## config.mk

```make
export PLATFORM = sky130hd
export DESIGN_NAME = tx_scheduler
export DESIGN_NICKNAME = d
export VERILOG_FILES = /design/src/rtl/tx_scheduler_pkg.sv /design/src/rtl/tx_scheduler_rr_arbiter.sv /design/src/rtl/tx_scheduler.sv
export SDC_FILE = /design/constraint.sdc
export NUM_CORES = 1
export LEC_CHECK = 0
export CAP_MARGIN = 0
export CORE_MARGIN = 2
export CORE_UTILIZATION = 30
export CTS_CLUSTER_SIZE = 28
export DETAILED_ROUTE_END_ITERATION = 7
export HOLD_SLACK_MARGIN = 0.1
export MAX_ROUTING_LAYER = met4
export PLACE_DENSITY = 0.52
export REMOVE_ABC_BUFFERS = 1
export SYNTH_ARGS = -nofsm -noshare
export SYNTH_HDL_FRONTEND = slang
export SYNTH_HIERARCHICAL = 1
export SYNTH_SLANG_ARGS = --single-unit
```

## constraint.sdc

```tcl
create_clock -name clk -period 2.2 [get_ports clk]
set_input_delay 0.55 -clock clk [delete_from_list [all_inputs] [get_ports clk]]
set_output_delay 0.55 -clock clk [all_outputs]
set_load 0.02 [all_outputs]
```

## src/rtl/tx_scheduler_pkg.sv

```systemverilog
// Shared types and constants for the tx_scheduler slice.
package tx_sched_pkg;
  localparam int FRAME_BITS_DEF = 10;
  localparam int BYTE_W         = 8;

  typedef enum logic [2:0] {IDLE, LOAD, SEND, DONE, ABORT, GUARD} state_t;
endpackage

```

## src/rtl/tx_scheduler_rr_arbiter.sv

```systemverilog
// Combinational round-robin pick: first asserted request above ptr, wrapping.
// The pointer itself is owned by the instantiating scheduler.
module rr_arbiter #(
  parameter int N_REQ = 4
) (
  input  logic [N_REQ-1:0]         req,
  input  logic [$clog2(N_REQ)-1:0] ptr,
  output logic [$clog2(N_REQ)-1:0] winner,
  output logic                     valid
);
  localparam int IDW = $clog2(N_REQ);

  int idx;

  always_comb begin
    winner = '0;
    valid  = 1'b0;
    idx    = 0;
    // scan farthest-first so the nearest candidate after ptr is written last
    for (int k = N_REQ; k >= 1; k--) begin
      idx = int'(ptr) + k;
      if (idx >= N_REQ) idx = idx - N_REQ;
      if (req[IDW'(idx)]) begin
        winner = IDW'(idx);
        valid  = 1'b1;
      end
    end
  end
endmodule

```

## src/rtl/tx_scheduler.sv

```systemverilog
// Round-robin transmit scheduler handing one byte frame at a time to the serializer.
// Build option: define TX_SCHED_GUARD_EN to insert GUARD_CYC idle cycles after each frame.
//
//  state | meaning
//  IDLE  | arbitrate; grant winner and latch its byte
//  LOAD  | pulse load to the serializer
//  SEND  | frame in flight, timeout counter running
//  DONE  | wait for serializer bit count to return to 0
//  ABORT | timeout hit, pulse err
//  GUARD | inter-frame gap (TX_SCHED_GUARD_EN only)
import tx_sched_pkg::*;

module tx_scheduler #(
  parameter int N_REQ      = 4,
  parameter int FRAME_BITS = FRAME_BITS_DEF,
  parameter int TIMEOUT    = 4096,
  parameter int GUARD_CYC  = 16
) (
  input  logic                      clk,
  input  logic                      reset,
  input  logic [N_REQ-1:0]          req,
  input  logic [BYTE_W*N_REQ-1:0]   req_data,
  output logic [N_REQ-1:0]          grant,
  output logic                      load,
  output logic                      transmiting,
  output logic [BYTE_W-1:0]         databyte,
  input  logic [3:0]                count,
  output logic                      busy,
  output logic [$clog2(N_REQ)-1:0]  active_id,
  output logic                      err
);
  localparam int IDW = $clog2(N_REQ);
  localparam int TW  = $clog2(TIMEOUT);
  localparam int GW  = $clog2(GUARD_CYC) + 1;
  localparam logic [3:0] FB = 4'(FRAME_BITS);

  localparam logic [2:0] S_IDLE  = IDLE;
  localparam logic [2:0] S_LOAD  = LOAD;
  localparam logic [2:0] S_SEND  = SEND;
  localparam logic [2:0] S_DONE  = DONE;
  localparam logic [2:0] S_ABORT = ABORT;
  localparam logic [2:0] S_GUARD = GUARD;

  logic [2:0]        state;
  logic [IDW-1:0]    ptr;
  logic [IDW-1:0]    win_idx;
  logic              win_valid;
  logic [BYTE_W-1:0] win_byte;
  logic [TW-1:0]     tcnt;
  logic [GW-1:0]     gcnt;

  rr_arbiter #(.N_REQ(N_REQ)) u_arb (
    .req    (req),
    .ptr    (ptr),
    .winner (win_idx),
    .valid  (win_valid)
  );

  always_comb begin
    win_byte = '0;
    for (int i = 0; i < N_REQ; i++)
      if (win_idx == IDW'(i)) win_byte = req_data[BYTE_W*i +: BYTE_W];
  end

  always_ff @(posedge clk or posedge reset) begin
    if (reset) begin
      state       <= S_IDLE;
      ptr         <= IDW'(N_REQ-1);
      grant       <= '0;
      load        <= 1'b0;
      transmiting <= 1'b0;
      databyte    <= '0;
      busy        <= 1'b0;
      active_id   <= '0;
      err         <= 1'b0;
      tcnt        <= '0;
      gcnt        <= '0;
    end else begin
      grant <= '0;
      load  <= 1'b0;
      err   <= 1'b0;
      case (state)
        S_IDLE: begin
          if (win_valid) begin
            grant     <= N_REQ'(1) << win_idx;
            databyte  <= win_byte;
            active_id <= win_idx;
            ptr       <= win_idx;
            busy      <= 1'b1;
            state     <= S_LOAD;
          end
        end
        S_LOAD: begin
          load        <= 1'b1;
          transmiting <= 1'b1;
          tcnt        <= TW'(TIMEOUT-1);
          state       <= S_SEND;
        end
        S_SEND: begin
          // a count past the frame length still ends the frame
          if (count >= FB) begin
            transmiting <= 1'b0;
            state       <= S_DONE;
          end else if (tcnt == '0) begin
            transmiting <= 1'b0;
            err         <= 1'b1;
            state       <= S_ABORT;
          end else begin
            tcnt <= tcnt - 1'b1;
          end
        end
        S_ABORT: state <= S_DONE;
        S_DONE: begin
          if (count == 4'd0) begin
            gcnt <= GW'(GUARD_CYC-1);
`ifdef TX_SCHED_GUARD_EN
            state <= S_GUARD;
`else
            busy  <= 1'b0;
            state <= S_IDLE;
`endif
          end
        end
        S_GUARD: begin
          if (gcnt == '0) begin
            busy  <= 1'b0;
            state <= S_IDLE;
          end else begin
            gcnt <= gcnt - 1'b1;
          end
        end
        default: begin
          busy        <= 1'b0;
          transmiting <= 1'b0;
          state       <= S_IDLE;
        end
      endcase
    end
  end
endmodule
```

==> results of run 1 <==
==> synthesized netlist by cell type (all sizes together) <==
master / number / area (um2)
or3: 2 / 13.8
nor2: 17 / 66.3
o31ai: 1 / 7.51
or4: 4 / 37.5
nand3: 8 / 40.0
nor2b: 1 / 6.26
mux2i: 5 / 50.1
clkinv: 1 / 3.75
a31oi: 6 / 37.5
nor4b: 2 / 23.8
nand2b: 5 / 38.8
nor3b: 1 / 7.51
o31a: 1 / 8.76
o21ai: 9 / 45.0
mux4: 8 / 180
a211oi: 4 / 30.0
dfstp: 2 / 52.6
and3: 5 / 31.3
nand3b: 2 / 15.0
dfrtp: 38 / 951
and2b: 1 / 7.51
nor3: 8 / 45.0
nand2: 43 / 161
o22ai: 1 / 6.26
a21oi: 11 / 58.8
o221ai: 1 / 15.0
o211ai: 4 / 30.0
or3b: 2 / 17.5
inv: 8 / 30.0
a311oi: 2 / 17.5
buf: 1 / 3.75
clkbuf: 7 / 27.5
ha: 3 / 37.5
o21bai: 1 / 7.51
and4: 4 / 35.0
a41oi: 3 / 26.3
nor4: 5 / 31.3
o21a: 1 / 7.51
==> layer usage <==
| layer | routed length (um) | track usage (%) | vias to the layer above |
|---|---|---|---|
| li1 | - | - | 1007 |
| met1 | 2550 | 19.1 | 944 |
| met2 | 2530 | 23.2 | 55 |
| met3 | 411 | 5.45 | 5 |
| met4 | 55 | 3.46 | 0 |
| met5 | 0 | - | - |
==> what timing repair did <==
action,4_1_cts,5_1_grt
endpoints found under the setup margin,0,4
resized for setup,0,5
setup buffers,0,1
==> power groups by stage <==
stage | logic [mW] | clock network [mW] | registers, mW
4_1_cts | 1.64 | 0.676 | 1.15
6_report | 1.67 | 0.653 | 1.15
5_1_grt | 1.85 | 0.716 | 1.18
2_1_floorplan | 0.718 | 0 | 1.31
3_3_place_gp | 1.64 | 0 | 1.16
3_5_place_dp | 1.64 | 0 | 1.16
==> metrics by stage <==
step	hold slack, ns	area [um2]	utilization [%]	cells
2_1_floorplan	0.460	2180	-	220
3_3_place_gp	0.461	3120	43.2	401
3_5_place_dp	0.467	3120	43.2	401
4_1_cts	0.487	3240	45.0	409
5_1_grt	0.510	3300	45.7	411
6_report	0.479	3300	45.7	411
==> area by class of cell <==
class,instances,area [um2],area share (%)
clock buffers,7,96.3,2.92
inverters,9,33.8,1.02
flip-flops and latches,40,1000,30.4
multi-input cells,171,1160,35.1
clock inverters,1,30.0,0.910
well taps,99,124,3.76
repair buffers,84,853,25.9
==> worst max-delay path, stage by stage (launching register included) <==
cell       delay, ns
dfstp_2         0.59
nand2b_1        0.14
a21oi_2         0.07
o221ai_4        0.28
clkbuf_16       0.20
mux4_2          0.48
nand2_1         0.08
nand2_1         0.04
==> cell families (layout without fill, tap and decap cells) <==
family	count (synthesis)	in the layout	share of synthesized area [%]
compound gates	45	45	13.5
fa+ha+maj	3	3	1.70
buf+inv	17	101	2.94
flops	40	40	45.4
mux	13	13	10.4
simple gates	110	110	26.1
==> flip-flops by register name, summed over array words and instances, names as in the netlist <==
register	flops
tcnt	12
databyte	8
gcnt	5
grant	4
state	3
active_id	2
ptr	2
busy	1
err	1
load	1
transmiting	1
==> worst max-delay path by stage <==
stage,to,slack (ns)
floorplan,databyte[0],0.07
CTS,databyte[4],0.07
detailed placement,databyte[4],-0.23
global route,tcnt[5],0.07
finish,databyte[0],0.21
global placement,databyte[7],-0.20
==> results.py, run 1 <==
metrics = {
    "status": {
        "status": "complete, no violations",
    },
    "die": {
        "core-area_um2": 7210,
        "row_count": 31,
        "dieWidth_um": 89.9,
        "dieArea_um2": 8080,
        "io_pins": 60,
        "die_height_um": 89.9,
        "start_util_pct": 30.7,
    },
    "critical_path": {
        "rr_endpoint": "databyte[0]",
        "cp-startpoint": "ptr[1]",
        "start_kind": "flop",
        "critPathArrivalTime_ns": 2.17,
        "rr_worst_depth": 7,
        "criticalPathCategory": "flop to flop",
        "cp.required_ns": 2.38,
        "path_max_fanout": 7,
        "ff2ff_setup_slack_ns": 0.21,
        "r2r-start": "ptr[1]",
        "cp-end-kind": "flop",
    },
    "timing": {
        "max_freq_ghz": 0.502,
        "tightest_slew_ns": 0.443,
        "setup_viol": 0,
        "period_share_pct": 90.5,
        "setup_tns_ns": 0,
        "worst_slack_ns": 0.208,
        "post-route-min-period_ns": 1.99,
        "fin_skew_ns": 0.00821,
        "slew_viol_final": 0,
        "hold_viol_final": 0,
        "relSlewSlack_pct": 70.0,
        "rsz0062_at_grt": "no",
    },
    "synth": {
        "ys_warn_count": 6,
        "syn-cell-area_um2": 2210,
        "synthCells": 228,
        "synth_seq_area_share_pct": 45.4,
        "syn_area_per_cell_um2": 9.70,
        "yosys.cell_types.count": 48,
        "yosys_register_bits": 40,
    },
    "clock_tree": {
        "root_buffer": "clkbuf_8",
        "cts_sinks": 40,
        "htreeDepth": 2,
        "cts_tree": "done",
        "cts_buffer_depth": 2,
        "path_clk_slew_ns": 0.08,
        "worstSkewPairLatency_ns": 0.29,
        "holdBufCountCts": 0,
        "cts_buffers": 5,
    },
    "finish": {
        "n_fill_cell": 721,
        "syn2layout_area_growth_pct": 49.1,
        "drive_above_1_share_pct": 17.3,
        "num_antenna_cells": 0,
        "mostFrequentLayoutCells": "56 x clkdlybuf4s50_1, 42 x nand2_1, 38 x dfrtp_1, 20 x buf_4, 16 x nor2_1",
        "final_nets": 356,
        "final_common_cell": "clkdlybuf4s50_1",
    },
    "power": {
        "switchingPower_mw": 1.25,
        "p_int_mw": 2.21,
        "switching_share_pct": 36.2,
        "ir_worst_vdd_v": 0.000486,
        "seqPwrFrac_pct": 33.1,
        "power.total_mw": 3.47,
        "power.density_nw_per_um2": 1050,
        "leakage_nw": 1.40,
        "combPwrFrac_pct": 48.1,
        "clkPwrFrac_pct": 18.8,
    },
    "global_routing": {
        "grt_max_degree": 41,
        "overflow": 0,
        "groute.usage.overall_pct": 15.1,
        "antenna_found_initial": 0,
        "grt_pass1_wl_mm": 9.69,
        "grt_pass1_vias": 2013,
    },
    "routing": {
        "first_iter_violations": 62,
        "first_pass_iters": 4,
        "vias_per_cell": 4.89,
        "wirelength_mm": 5.55,
        "wire_per_inst_um": 13.5,
        "ant_nets": 0,
        "vias": 2011,
        "drc": 0,
    },
    "placed_design": {
        "io_buffer_count": 59,
        "gp_congestion": 0.821,
        "dp_slack_ns": -0.234,
        "hpwl_mm": 4.25,
    },
    "run": {
        "max_cap_violations": 0,
    },
    "worst_hold_path": {
        "min_path_cells": 2,
        "min-delay-start": "databyte[2]",
        "hold_end": "databyte[2]",
        "min_path_type": "flop to flop",
    },
}
(Power assumes the default switching activity.)
==> inputs of run 2 (changes only) <==
==> constraint.sdc (replaced) <==
create_clock -name clk -period 2.2 [get_ports clk]
set_input_delay 0.33 -clock clk [delete_from_list [all_inputs] [get_ports clk]]
set_output_delay 0.33 -clock clk [all_outputs]
set_load 0.02 [all_outputs]
==> run 2 against run 1 <==
Die area unchanged. Combinational power fell by 6%. Clock-buffer cell count unchanged. Power decreased by 7.1%. Register-to-register slack better by 0.05 ns. Flip-flop and latch count is the same. Worst setup slack gained 0.045 ns. Wire length rose by 0.49%. Clock skew fell by 0.0057 ns. Non-clock buffer count is 11 lower. Largest cell class unchanged. Largest power group unchanged. Highest routed layer unchanged.
==> results.py, run 2 (synthesized netlist as in run 1, its figures left out) <==
metrics = {
    "status": {
        "status": "complete, no violations",
    },
    "placed_design": {
        "dp.cells": 392,
        "gp_congestion": 0.775,
        "hpwl_mm": 4.19,
        "io_buffer_count": 59,
    },
    "finish": {
        "final_core_util_pct": 43.1,
        "final_common_cell": "clkdlybuf4s50_1",
        "largest_register_ffs": 12,
        "num_antenna_cells": 0,
        "instances_no_fill": 400,
        "reg_top3": "tcnt: 12 flops, databyte: 8 flops, gcnt: 5 flops",
        "n_fill_cell": 748,
        "syn2layout_area_growth_pct": 40.7,
        "drive_above_1_share_pct": 14.0,
        "final_nets": 345,
        "top_register": "tcnt",
        "regArea_um2": 1000,
        "mostFrequentLayoutCells": "59 x clkdlybuf4s50_1, 43 x nand2_1, 38 x dfrtp_1, 16 x nor2_1, 13 x buf_4",
        "multi_input_area_um2": 1150,
    },
    "timing": {
        "worst_hold_slack_ns": 0.457,
        "slew_viol_final": 0,
        "period_share_pct": 88.5,
        "setup_viol": 0,
        "hold_viol_final": 0,
        "relSlewSlack_pct": 64.9,
        "rsz0062_at_grt": "no",
        "fin_skew_ns": 0.00253,
        "setup_tns_ns": 0,
        "tightest_slew_ns": 0.526,
        "post-route-min-period_ns": 1.95,
        "max_freq_ghz": 0.514,
    },
    "clock_tree": {
        "cts_tree": "done",
        "htreeDepth": 2,
        "cts_buffers": 5,
        "cts_buffer_depth": 2,
        "post_cts_buffers": 0,
        "holdBufCountCts": 0,
        "worstSkewPairLatency_ns": 0.29,
        "path_clk_slew_ns": 0.08,
        "cts_sinks": 40,
        "ctsResizeCount": 0,
        "root_buffer": "clkbuf_8",
    },
    "critical_path": {
        "cp.required_ns": 2.39,
        "ff2ff_setup_slack_ns": 0.25,
        "cp-end-kind": "flop",
        "start_kind": "flop",
        "path_max_fanout": 11,
        "critPathArrivalTime_ns": 2.14,
        "criticalPathCategory": "flop to flop",
    },
    "global_routing": {
        "grt_max_degree": 41,
        "groute.usage.overall_pct": 14.9,
        "overflow": 0,
        "antenna_found_initial": 0,
        "grt_pass1_wl_mm": 9.52,
        "grt_pass1_vias": 1978,
    },
    "run": {
        "max_cap_violations": 0,
    },
    "routing": {
        "vias_per_cell": 4.96,
        "wire_per_inst_um": 13.9,
        "ant_nets": 0,
        "first_iter_violations": 83,
        "wirelength_mm": 5.57,
        "vias": 1984,
        "first_pass_iters": 4,
        "drc": 0,
    },
    "die": {
        "start_util_pct": 30.7,
        "row_count": 31,
        "dieArea_um2": 8080,
        "die_height_um": 89.9,
        "io_pins": 60,
        "core-area_um2": 7210,
        "dieWidth_um": 89.9,
    },
    "power": {
        "ir_worst_vdd_v": 0.000495,
        "leakage_nw": 1.27,
        "power.density_nw_per_um2": 1030,
    },
    "worst_hold_path": {
        "min_path_type": "primary input to async pin",
    },
}
run 2: cell types whose count changed in the layout (fill, tap and decap cells not counted), moves of 3 or more:
cell             change
buf_12               -3
dlymetal6s2s_1       -3
clkdlybuf4s50_1      +3
buf_4                -7
run 2: path summary, 6_finish.rpt:
path,from,end,cells after the start
hold / removal,reset,databyte[7],3
setup / recovery,ptr[1],databyte[4],7
min in group clk,databyte[7],databyte[7],2
max in group asynchronous,reset,ptr[1],3
hold reg to reg,databyte[7],databyte[7],2
setup reg to reg,ptr[1],databyte[4],7
run 2: cell type report:
| class | instances | area share [%] |
|---|---|---|
| timing repair buffer | 73 | 22.7 |
| clock inverter | 1 | 0.241 |
| inverter | 9 | 1.09 |
| multi-input combinational | 171 | 36.9 |
| tap | 99 | 3.98 |
| clock buffer | 7 | 2.77 |
| sequential | 40 | 32.2 |
run 2: layer usage:
layer / up-vias / global-route usage, % / share of wire [%]
li1: 982 / - / -
met1: 933 / 18.5 / 45
met2: 63 / 23.7 / 46
met3: 6 / 4.95 / 7.7
met4: 0 / 3.85 / 0.97
met5: - / - / 0
run 2: metrics by stage:
step	setup slack, ns	total power [mW]	area [um2]
floorplan	0.130	2.03	2180
global placement	0.000651	2.71	3010
global route	0.156	3.47	3110
detailed placement	-0.0356	2.73	3010
CTS	0.237	3.26	3110
finish	0.253	3.22	3110
run 2: worst max-delay path, cell delays in order, from the launching register on:
cell,delay (ns)
dfstp_2,0.60
nand2b_1,0.14
a21oi_2,0.06
o221ai_2,0.24
buf_12,0.18
mux4_2,0.49
nand2_1,0.08
nand2_1,0.05
run 2: report_power, final:
group / switching [mW] / leakage [nW] / internal (mW) / total [mW]
Sequential: 0.165 / 0.449 / 0.966 / 1.13
Clock: 0.269 / 0.0445 / 0.255 / 0.524
Combinational: 0.819 / 0.778 / 0.747 / 1.57
Total: 1.25 / 1.27 / 1.97 / 3.22
==> inputs of run 3 (changes only) <==
--- a/config.mk
+++ b/config.mk
@@ -5,7 +5,6 @@
 export SDC_FILE = /design/constraint.sdc
 export NUM_CORES = 1
 export LEC_CHECK = 0
-export CAP_MARGIN = 0
 export CORE_MARGIN = 2
 export CORE_UTILIZATION = 30
 export CTS_CLUSTER_SIZE = 28
==> results of run 3 <==
No change in the layout: final DEF, timing and power equal those of run 2.
